`src/rtl/jt10_adpcm_div.sv`:
```
`default_nettype none
// ============================================================================
// Module      : jt10_adpcm_div
// Description : Unsigned restoring shift-subtract divider. Produces one
//               quotient bit per enabled cycle, MSB first, and registers
//               d = a / b and r = a mod b on the final step.
//               Optional build macro JT10_ADPCM_DIV_DONE_EN adds a one-cycle
//               'done' pulse output that marks the d/r update.
// Revision    : 1.0 - initial release
// ============================================================================
module jt10_adpcm_div #(
  parameter int dw = 16
) (
  input  logic          clk,
  input  logic          rst,
  input  logic          cen,
  input  logic          start,
  input  logic [dw-1:0] a,
  input  logic [dw-1:0] b,
  output logic [dw-1:0] d,
  output logic [dw-1:0] r
`ifdef JT10_ADPCM_DIV_DONE_EN
  ,
  output logic          done
`endif
);

  // Step counter must be able to hold the value dw itself.
  localparam int CW = $clog2(dw + 1);
  localparam logic [CW-1:0] C_CNT_LOAD = CW'(dw);
  localparam logic [CW-1:0] C_CNT_LAST = CW'(1);

  // Dividend shift register; quotient bits enter at the LSB as dividend bits
  // leave from the MSB, so after dw steps it holds the quotient.
  logic [dw-1:0] dividend_q, dividend_d;
  logic [dw-1:0] divisor_q,  divisor_d;
  // Partial remainder, one bit wider than the operands.
  logic [dw:0]   rem_q,      rem_d;
  logic [CW-1:0] cnt_q,      cnt_d;
  logic [dw-1:0] d_q,        d_d;
  logic [dw-1:0] r_q,        r_d;

  // Datapath for a single restoring step.
  logic [dw:0]   w_shifted;
  logic [dw:0]   w_diff;
  logic          w_ge;
  logic [dw:0]   w_step_rem;
  logic [dw-1:0] w_step_quo;
  logic          w_busy;
  logic          w_last;

  // One shift-subtract step: the bit shifted out of the partial remainder
  // (rem_q[dw]) also forces a subtraction, keeping the compare exact.
  always_comb begin
    w_shifted  = {rem_q[dw-1:0], dividend_q[dw-1]};
    w_diff     = w_shifted - {1'b0, divisor_q};
    w_ge       = rem_q[dw] | (w_shifted >= {1'b0, divisor_q});
    w_step_rem = w_ge ? w_diff : w_shifted;
    w_step_quo = {dividend_q[dw-2:0], w_ge};
    w_busy     = (cnt_q != '0);
    w_last     = (cnt_q == C_CNT_LAST);
  end

  // Next-state selection: load on start, step while busy, publish on last step.
  always_comb begin
    dividend_d = dividend_q;
    divisor_d  = divisor_q;
    rem_d      = rem_q;
    cnt_d      = cnt_q;
    d_d        = d_q;
    r_d        = r_q;
    if (cen) begin
      if (start) begin
        // (Re)load operands; any division in flight is abandoned and the
        // previous result stays visible.
        dividend_d = a;
        divisor_d  = b;
        rem_d      = '0;
        cnt_d      = C_CNT_LOAD;
      end else if (w_busy) begin
        dividend_d = w_step_quo;
        rem_d      = w_step_rem;
        cnt_d      = cnt_q - C_CNT_LAST;
        if (w_last) begin
          d_d = w_step_quo;
          r_d = w_step_rem[dw-1:0];
        end
      end
    end
  end

  // Architectural state; reset returns the block to idle with a zero result.
  always_ff @(posedge clk or posedge rst) begin
    if (rst) begin
      dividend_q <= '0;
      divisor_q  <= '0;
      rem_q      <= '0;
      cnt_q      <= '0;
      d_q        <= '0;
      r_q        <= '0;
    end else begin
      dividend_q <= dividend_d;
      divisor_q  <= divisor_d;
      rem_q      <= rem_d;
      cnt_q      <= cnt_d;
      d_q        <= d_d;
      r_q        <= r_d;
    end
  end

  assign d = d_q;
  assign r = r_q;

`ifdef JT10_ADPCM_DIV_DONE_EN
  logic done_q, done_d;

  // Pulse is asserted exactly on the edge that updates d/r.
  always_comb begin
    done_d = cen & ~start & w_last;
  end

  // Updated on every clk edge (not gated by cen) so it lasts one clk cycle.
  always_ff @(posedge clk or posedge rst) begin
    if (rst) begin
      done_q <= 1'b0;
    end else begin
      done_q <= done_d;
    end
  end

  assign done = done_q;
`endif

endmodule
`default_nettype wire

```
`config.mk`:
```
export PLATFORM = sky130hd
export DESIGN_NAME = jt10_adpcm_div
export DESIGN_NICKNAME = d
export VERILOG_FILES = /design/src/rtl/jt10_adpcm_div.sv
export SDC_FILE = /design/constraint.sdc
export NUM_CORES = 1
export LEC_CHECK = 0
export BUFFER_PORTS_ARGS = -buffer_cell sky130_fd_sc_hd__buf_2
export CORE_UTILIZATION = 53
export CTS_BUF_LIST = sky130_fd_sc_hd__clkbuf_4
export DETAILED_ROUTE_END_ITERATION = 8
export GPL_TIMING_DRIVEN = 0
export PLACE_DENSITY = 0.76
export SLEW_MARGIN = 10
export SYNTH_ARGS = -nofsm -noshare
export SYNTH_HDL_FRONTEND = slang
export SYNTH_SLANG_ARGS = --single-unit
```
`constraint.sdc`:
```
create_clock -name clk -period 2.8 [get_ports clk]
set_input_delay 0.56 -clock clk [delete_from_list [all_inputs] [get_ports clk]]
set_output_delay 0.56 -clock clk [all_outputs]
set_load 0.02 [all_outputs]
```
==> out/metrics.cfg, run 1 <==
[floorplanning]
rows=32
fp.dieW_um=91.9
core_region_area_um2=7770
start_util_pct=55.2
chipHeight_um=91.9
io_pins=68
dieArea_um2=8450

[routing]
vias_per_cell=5.55
ant_nets=0
wl_um=9450
drt-initial-drc-count=165
wire_per_inst_um=15.7
route.detailed.drc=0
num_vias=3346
first_pass_iters=4

[synthesis]
syn_area_um2=4290
synthArstFlopShare_pct=100
synth-edff-count=0
ys_warn_count=0
syn_nets=473
ys_seq_elements=86
synth_cells=417
yosysTopAreaCell=dfrtp_1
ys_seq_area_share_pct=50.2
synth_cell_types=46
synth_area_leaders=dfrtp_1, ha_1, nand2_1
synth_top_area_share_pct=50.2
ys.flop_type=dfrtp_1
syn_avg_cell_area_um2=10.3

[power_and_ir_drop]
p_leak_nw=2.52
clockPowerShare_pct=17.0
p_per_area_nw_per_um2=947
internal_power_mw=2.74
p_sw_mw=1.94
switching_share_pct=41.5
p_comb_share_pct=45.9
seqPwrFrac_pct=37.1
irDropWorstVdd_v=0.000437
finalPower_mw=4.68

[timing]
tns_ps=0
max-slew-margin-rel_pct=55.7
finalHoldViolCount=0
fin_crit_sh_pct=93.9
final_max_slew_viol_count=0
setup_viol=0
worst_hold_slack_ps=110
rsz0062_at_grt=no
skew_ps=17.3
worstMarginPinSlew_ps=662
period_minus_slack_ps=2630
maxClockFrequency_ghz=0.380

[critical_path]
startpoint_type=flop
cp_max_fo=3
arrival_ps=2980
required_ps=3150
worstSetupPathType=reg -> reg
crit_path_end_kind=flop

[final_layout]
syn2layout_area_growth_pct=15.3
layoutNonFillerInstCount=603
final_cell_mix=dfrtp_1, buf_2, nand2_1
nFillCells=642
final_util_pct=63.6
multi_input_area_um2=1910
final_common_cell=dfrtp_1
drive_gt1_share_pct=23.0
diodes=0
seq_area_um2=2150
finalNetCount=552

[min_path]
hp-class=in -> async

[place]
dp.cells=587
gp_congestion=0.886
io_buffers=67
dp_hpwl_um=6880

[global_route]
use_met3_pct=6.38
grt_max_degree=48
grt.met1_usage_pct=30.7
grt_usage_pct=24.0
antenna_found_initial=0
grt_util_met2_pct=38.6
grt_overflow_total=0
grt.busiest_layer=met2
grt_pass1_vias=3367
grt_pass1_wl_um=15800

[cts]
ctsHtreeMaxLevel=3
cts-buffers-inserted=9
cts_num_sinks=86
cts_tree=done
clk_latency_ps=460
clk_pin_slew_ps=160
cts_buffer_depth=2
root_buffer=clkbuf_4

[outcome]
outcome=finished clean

[run]
cap_violations=0

## cell type report
class,count,share of cell area (%)
clock buffer,9,1.37
buffer,17,1.70
inverter,39,3.01
sequential,86,43.6
timing repair buffer,68,7.34
clock inverter,7,1.82
multi-input combinational,275,38.6
tap,102,2.58
## worst paths after layout
| check | cells past startpoint | endpoint | slack (ps) | startpoint |
|---|---|---|---|---|
| hold / removal | 2 | d[9] | 110 | rst |
| min in group clk | 3 | divisor_q[4] | 290 | b[4] |
| setup reg to reg | 11 | rem_q[12] | 170 | dividend_q[15] |
| hold reg to reg | 2 | r[4] | 500 | r[4] |
| setup / recovery | 11 | rem_q[12] | 170 | dividend_q[15] |
| max in group asynchronous | 3 | rem_q[0] | 2090 | rst |
## layer usage
metal  up-vias  part of all wire, %  routed length (um)
li1       1616                    -                   -
met1      1611                   45                4210
met2       102                   46                4390
met3        17                  7.0                 666
met4         0                  2.0                 186
met5         -                    0                   0
## critical path, cell delays in order (launching register included)
cell,delay [ps]
dfrtp_1,410
inv_1,70
ha_1,150
inv_1,50
fa_1,400
a21oi_1,230
o2bb2ai_1,140
o31ai_2,420
o21ai_0,180
xor2_1,170
mux2i_1,220
o21ai_1,90
## through the flow
| stage | instance area (um2) | setup WS, ps |
|---|---|---|
| finish | 4940 | 170 |
| global route | 4940 | 5.52 |
| CTS | 4940 | 90.8 |
| detailed placement | 4780 | 118 |
| global placement | 4750 | -921 |
| floorplan | 4290 | 18.2 |
## power groups by stage
stage,clock network [mW],registers [mW],logic (mW)
after floorplan,0,1.87,1.50
after global placement,0,1.74,2.08
after detailed placement,0,1.76,2.14
after CTS,0.813,1.73,2.14
after global routing,0.859,1.77,2.37
final,0.797,1.74,2.15
## Yosys cell counts (2+ instances only)
cell	number
clkbuf_1	12
nor2_1	11
nand2b_1	6
buf_2	3
inv_1	39
ha_1	19
o21ai_1	32
xnor2_1	8
nand4_1	2
xor2_1	9
o21ai_0	25
nand3_1	6
o211ai_1	2
dfrtp_1	86
mux2_2	18
nand2_1	60
a21oi_1	12
o31ai_1	2
a211oi_1	4
nor3_1	3
o21bai_1	2
a21o_1	6
a222oi_1	14
mux2i_1	14
## sequential cells by signal, indices dropped and copies added, names as in the netlist
register and flops:
rem_q 17, d 16, dividend_q 16, cnt_q 5, r 16, divisor_q 16
## kinds of logic (layout without fill, tap and decap cells)
| group | count (synthesis) | in the layout | synth area share [%] |
|---|---|---|---|
| XOR/XNOR | 17 | 17 | 3.47 |
| AO/OA/AOI/OAI | 109 | 109 | 16.7 |
| multiplexers | 33 | 33 | 8.26 |
| AND/OR/NAND/NOR | 96 | 96 | 9.96 |
| flip-flops | 86 | 86 | 50.2 |
| adder cells (fa/ha/maj) | 20 | 20 | 6.01 |
| buffers and inverters | 56 | 140 | 5.37 |
## timing repair
| item | CTS | global route |
|---|---|---|
| buffers inserted | 0 | 0 |
| endpoints found under the hold margin | 0 | 0 |
| hold buffers | 0 | 0 |
| setup endpoints to repair | 0 | 5 |
| resized for setup | 0 | 1 |
(Power assumes the default switching activity.)
==> inputs of run 2 (changes only) <==
- RECOVER_POWER: default -> 100
==> run 2 against run 1 <==
The flow now finishes with violations (capacitance limit, slew limit). Utilization shrank 0.68 points. Clock power hardly changed. Clock skew decreased by 3.1 ps. Setup slack lost 7.0 ps. Global-route usage stayed put. Clock-buffer cell count stayed put. Critical path depth is the same. Sequential power hardly changed. Die area stayed put. Flip-flop and latch count stayed put. Maximum frequency is 0.27% lower. Routed wire length up 0.11%. Critical endpoint is now r[12].
==> out/metrics.cfg, run 2 (synthesized netlist as in run 1, its figures left out) <==
[timing]
skew_ps=14.2  ; -3.11 ps
finalHoldViolCount=0  ; unchanged
setup_viol=0  ; unchanged
max-slew-margin-rel_pct=-20.6  ; -76 points
maxClockFrequency_ghz=0.379  ; -0.27%
worstMarginPinSlew_ps=1800  ; +1140 ps
period_minus_slack_ps=2640  ; +7.04 ps
rsz0062_at_grt=no
final_max_slew_viol_count=40  ; +40
fin_crit_sh_pct=94.2  ; +0.25 points
layout_setup_ws_ps=163  ; -7.04 ps

[final_layout]
final_common_cell=dfrtp_1
final_cell_mix=dfrtp_1, nand2_1, o21ai_0
diodes=0  ; unchanged
largest_reg_flops=17  ; unchanged
finalNetCount=552  ; unchanged
drive_gt1_share_pct=15.6  ; -7.4 points
syn2layout_area_growth_pct=14.1
final_cell_area_um2=4890  ; -1.1%
nFillCells=664  ; +3.4%
final_util_pct=62.9  ; -0.68 points
largest-register=rem_q

[min_path]
hp-start=b[4]
holdPathStages=3
hp-class=in -> reg

[routing]
route.detailed.drc=0  ; unchanged
first_pass_iters=5  ; +1
wl_um=9460  ; +0.11%
wire_per_inst_um=15.7  ; +0.11%
ant_nets=0  ; unchanged
drt-initial-drc-count=164  ; -0.61%
vias_per_cell=5.62  ; +1.2%
num_vias=3387  ; +1.2%

[critical_path]
ff2ff_path_depth=11  ; unchanged
crit_path_end_kind=flop
required_ps=3150  ; about the same
crit_path_start=dividend_q[15]
r2r-start=dividend_q[15]
worstSetupPathType=reg -> reg
arrival_ps=2990  ; about the same
startpoint_type=flop
cp_max_fo=3  ; unchanged

[cts]
cts_num_sinks=86  ; unchanged
post_cts_buffers=0  ; unchanged
clk_pin_slew_ps=150  ; about the same
clk_latency_ps=460  ; about the same
cts-buffers-inserted=9  ; unchanged
root_buffer=clkbuf_4
ctsHtreeMaxLevel=3  ; unchanged
cts_buffer_depth=2  ; unchanged
cts_tree=done

[floorplanning]
core_region_area_um2=7770  ; unchanged
start_util_pct=55.2  ; unchanged
rows=32  ; unchanged
io_pins=68  ; unchanged
fp.dieW_um=91.9  ; unchanged
chipHeight_um=91.9  ; unchanged
dieArea_um2=8450  ; unchanged

[global_route]
grt_pass1_vias=3367  ; unchanged
grt_usage_pct=24.0  ; unchanged
antenna_found_initial=0  ; unchanged
grt_max_degree=48  ; unchanged
grt_overflow_total=0  ; unchanged
grt_pass1_wl_um=15800  ; unchanged

[place]
dpl_cell_area_um2=4780  ; unchanged
gp_congestion=0.886  ; unchanged
dp_hpwl_um=6880  ; unchanged
io_buffers=67  ; unchanged
dpl_worst_slack_ps=118  ; unchanged

[power_and_ir_drop]
p_leak_nw=2.38  ; -5.4%
p_per_area_nw_per_um2=941  ; -0.65%
irDropWorstVdd_v=0.000435  ; -0.54%

[outcome]
outcome=finished with violations
violations=capacitance limit, slew limit

[run]
cap_violations=1  ; +1

-- run 2: cell count changes in the layout (fill, tap and decap cells not counted), sizes merged --
cell      delta
buf         -36
clkbuf      +36
clkinvlp     +1
inv          -1
-- run 2: where the power goes --
group          internal, mW  switching [mW]
registers              1.54           0.198
clock network         0.297           0.502
logic                 0.849            1.22
-- run 2: repair_timing --
item / 4_1_cts / 5_1_grt
hold buffers: 0 / 0
endpoints found under the setup margin: 0 / 5
resized for setup: 0 / 1
hold endpoints to repair: 0 / 0
-- run 2: path summary, 6_finish.rpt --
path / slack [ps] / endpoint
setup / recovery: 160 / r[12]
hold / removal: 290 / divisor_q[4]
setup reg to reg: 160 / r[12]
hold reg to reg: 500 / r[4]
max in group asynchronous: 1420 / rem_q[0]
min in group asynchronous: 520 / d[9]
-- run 2: routing by layer --
layer | part of all wire [%] | vias up | GRT usage (%)
met2 | 47 | 132 | 38.6
met5 | 0 | - | 0
met1 | 43 | 1625 | 30.7
met3 | 8.3 | 15 | 6.38
met4 | 1.9 | 0 | 10.2
li1 | - | 1615 | -
-- run 2: critical path: stages (launching register included) --
cell and delay, ps:
dfrtp_1 410, inv_1 70, ha_1 150, inv_1 50, fa_1 400, a21oi_1 230, o2bb2ai_1 140, o31ai_2 410
o21ai_0 190, xor2_1 170, mux2i_1 210, o21ai_0 100
-- run 2: stage by stage --
stage / std cells / power (mW) / setup TNS [ps] / hold slack, ps
CTS: 603 / 4.69 / 0 / 113
global placement: 586 / 3.82 / -78690 / 464
detailed placement: 587 / 3.89 / 0 / 471
global route: 603 / 4.91 / 0 / 281
floorplan: 417 / 3.37 / 0 / 450
finish: 603 / 4.60 / 0 / 289
-- run 2: final cells by class --
class                   instances  area [um2]  area share [%]
flip-flops and latches         86        2150            44.0
clock inverters                 7        90.1            1.84
multi-input cells             275        1900            38.9
repair buffers                 68         322            6.58
plain buffers                  17        82.6            1.69
clock buffers                   9        67.6            1.38
well taps                     102         128            2.61
inverters                      39         148            3.02
==> inputs of run 3 (changes only) <==
- CORE_UTILIZATION: 53 -> 59
- PLACE_DENSITY: 0.76 -> 0.81
- clock period: 2.8 -> 2.53 ns (I/O delays scaled with it)
==> run 3 against run 2 <==
The flow now finishes without violations. Largest cell class unchanged. Via count increased by 1.7%. Critical path depth decreased by 2. Combinational power increased by 27%. Die area decreased by 10%. Highest routed layer unchanged. Flip-flop and latch count unchanged. Critical path type unchanged. Clock-buffer cell count unchanged. Clock skew increased by 1.9 ps. Worst hold slack got worse by 38 ps. Routed wire length increased by 2.8%. Maximum frequency increased by 5.0%. Register-to-register slack got worse by 150 ps.
==> out/metrics.cfg, run 3 (synthesized netlist as in run 1, its figures left out) <==
[critical_path]
slowest_delay_ps=430  ; +20 ps
cp_max_fo=4  ; +1
r2r-end=r[13]
ff2ff_path_depth=9  ; -2
worst-r2r-setup-slack_ps=20  ; -150 ps
critPathSlowestCell=dfrtp_1
path_delay_family=compound AO/OA/AOI/OAI gates
cp-endpoint=r[13]
crit_path_end_kind=flop
required_ps=2880  ; -270 ps
arrival_ps=2860  ; -130 ps
worstSetupPathType=reg -> reg
crit_path_start=rem_q[3]
critical_path_depth=9  ; -2
cp_cell_sequence=ha_1, o211ai_1, a21o_1, a211oi_2, buf_4, o21ai_0, xor2_1, o22ai_1, mux2_2
r2r-start=rem_q[3]
startpoint_type=flop
worst-path-buf-inv=1  ; -1

[timing]
max-slew-margin-rel_pct=17.9  ; +39 points
worstMarginPinSlew_ps=1230  ; -568 ps
worst_hold_slack_ps=252  ; -37.5 ps
fin_crit_sh_pct=99.3  ; +5.1 points
skew_ps=16.1  ; +1.92 ps
maxClockFrequency_ghz=0.398  ; +5.0%
final_max_slew_viol_count=0  ; -100%
layout_setup_ws_ps=18.0  ; -145 ps
setup_viol=0  ; unchanged
period_minus_slack_ps=2510  ; -125 ps
finalHoldViolCount=0  ; unchanged

[power_and_ir_drop]
p_leak_nw=2.39  ; +0.22%
internal_power_mw=3.16  ; +18%
p_comb_share_pct=48.8  ; +3.9 points
seqPwrFrac_pct=35.8  ; -1.9 points
irDropWorstVdd_v=0.000628  ; +44%
clockPowerShare_pct=15.4  ; -2.0 points
switching_share_pct=41.3  ; -0.34 points
p_sw_mw=2.23  ; +16%
finalPower_mw=5.39  ; +17%
p_per_area_nw_per_um2=1080  ; +15%

[global_route]
grt_pass1_wl_um=15400  ; -2.2%
grt_util_met2_pct=46.7  ; +8.1 points
grt_overflow_total=0  ; unchanged
grt_pass1_vias=3333  ; -1.0%
grt_usage_pct=26.8  ; +2.8 points
use_met3_pct=5.40  ; -0.98 points
grt.met1_usage_pct=33.1  ; +2.4 points
grt.busiest_layer=met2
grt_max_degree=38  ; -21%
antenna_found_initial=0  ; unchanged

[cts]
cts_tree=done
cts_buffer_depth=2  ; unchanged
clk_pin_slew_ps=150  ; about the same
clk_latency_ps=450  ; about the same
cts_num_sinks=86  ; unchanged
ctsHtreeMaxLevel=3  ; unchanged
cts-buffers-inserted=9  ; unchanged
cts_hold_buf=0  ; unchanged
root_buffer=clkbuf_4

[floorplanning]
rows=30  ; -6.3%
io_pins=68  ; unchanged
chipHeight_um=87.2  ; -5.1%
core_region_area_um2=6910  ; -11%
fp.dieW_um=87.2  ; -5.1%
dieArea_um2=7610  ; -10%
start_util_pct=62.0  ; +6.9 points

[run]
cap_violations=0  ; -1

[final_layout]
syn2layout_area_growth_pct=16.1
nFillCells=563  ; -15%
diodes=0  ; unchanged
final_util_pct=72.0  ; +9.1 points
layoutNonFillerInstCount=602  ; -0.17%
largest-register=rem_q
final_common_cell=dfrtp_1
drive_gt1_share_pct=18.8  ; +3.2 points
final_cell_mix=dfrtp_1, nand2_1, clkbuf_1
finalNetCount=557  ; +0.91%
seq_area_um2=2150  ; unchanged
largest_reg_flops=17  ; unchanged
multi_input_area_um2=1970  ; +3.5%

[routing]
wl_um=9720  ; +2.8%
route.detailed.drc=0  ; unchanged
vias_per_cell=5.72  ; +1.9%
ant_nets=0  ; unchanged
drt-initial-drc-count=230  ; +40%
wire_per_inst_um=16.1  ; +3.0%
first_pass_iters=5  ; unchanged
num_vias=3446  ; +1.7%

[place]
dpl_worst_slack_ps=-150  ; -268 ps
dp.cells=582  ; -0.85%
io_buffers=67  ; unchanged
dp_hpwl_um=6920  ; +0.59%
gp_congestion=0.929  ; +4.9%

[outcome]
outcome=finished clean

[min_path]
hp-class=in -> reg

==> run 3: changes by cell type in the layout (fill, tap and decap cells not counted), sizes merged <==
cell  change
buf       +5
==> run 3: worst min path at each step <==
stage                              start        endpoint  slack (ps)  cells past startpoint
final                               b[8]    divisor_q[8]         250                      3
after global routing               b[14]   divisor_q[14]         240                      3
after CTS                            rst   dividend_q[5]         130                      2
after detailed placement           r[14]           r[14]         470                      2
after global placement    dividend_q[15]  dividend_q[15]         460                      2
after floorplan           dividend_q[15]  dividend_q[15]         450                      2
==> run 3: power by group through the flow <==
stage | clock, mW | sequential (mW) | combinational (mW)
after CTS | 0.850 | 1.92 | 2.38
after floorplan | 0 | 2.07 | 1.66
after detailed placement | 0 | 1.94 | 2.36
final | 0.831 | 1.93 | 2.63
after global placement | 0 | 1.93 | 2.29
after global routing | 0.896 | 1.97 | 2.86
==> run 3: through the flow <==
step | cell area (um2) | setup TNS (ps)
5_1_grt | 4980 | -238
3_3_place_gp | 4740 | -394
6_report | 4980 | 0
4_1_cts | 4940 | 0
2_1_floorplan | 4290 | 0
3_5_place_dp | 4790 | -460
==> run 3: cell type report <==
class                           count  area share, %
Clock inverter                      7           1.58
Buffer                             16           1.58
Clock buffer                        9           1.36
Multi-Input combinational cell    275           39.5
Inverter                           39           2.97
Sequential cell                    86           43.2
Tap cell                           96           2.41
Timing Repair Buffer               74           7.34
==> run 3: timing repair <==
item,in CTS,in global routing
hold endpoints to repair,0,0
gates cloned,0,0
setup buffers,0,5
gates resized for setup,1,12
endpoints found under the setup margin,5,33
pin swaps,1,4
==> run 3: worst register-to-register path, cell delays in order (launching register included) <==
cell and delay [ps]:
dfrtp_1 430, ha_1 380, o211ai_1 130, a21o_1 210, a211oi_2 330, buf_4 170
o21ai_0 140, xor2_1 200, o22ai_1 140, mux2_2 280
==> run 3: metal layers <==
metal  up-vias  wire (um)
met2       106       4830
li1       1622          -
met4         0        165
met1      1700       4200
met3        18        529
met5         -          0
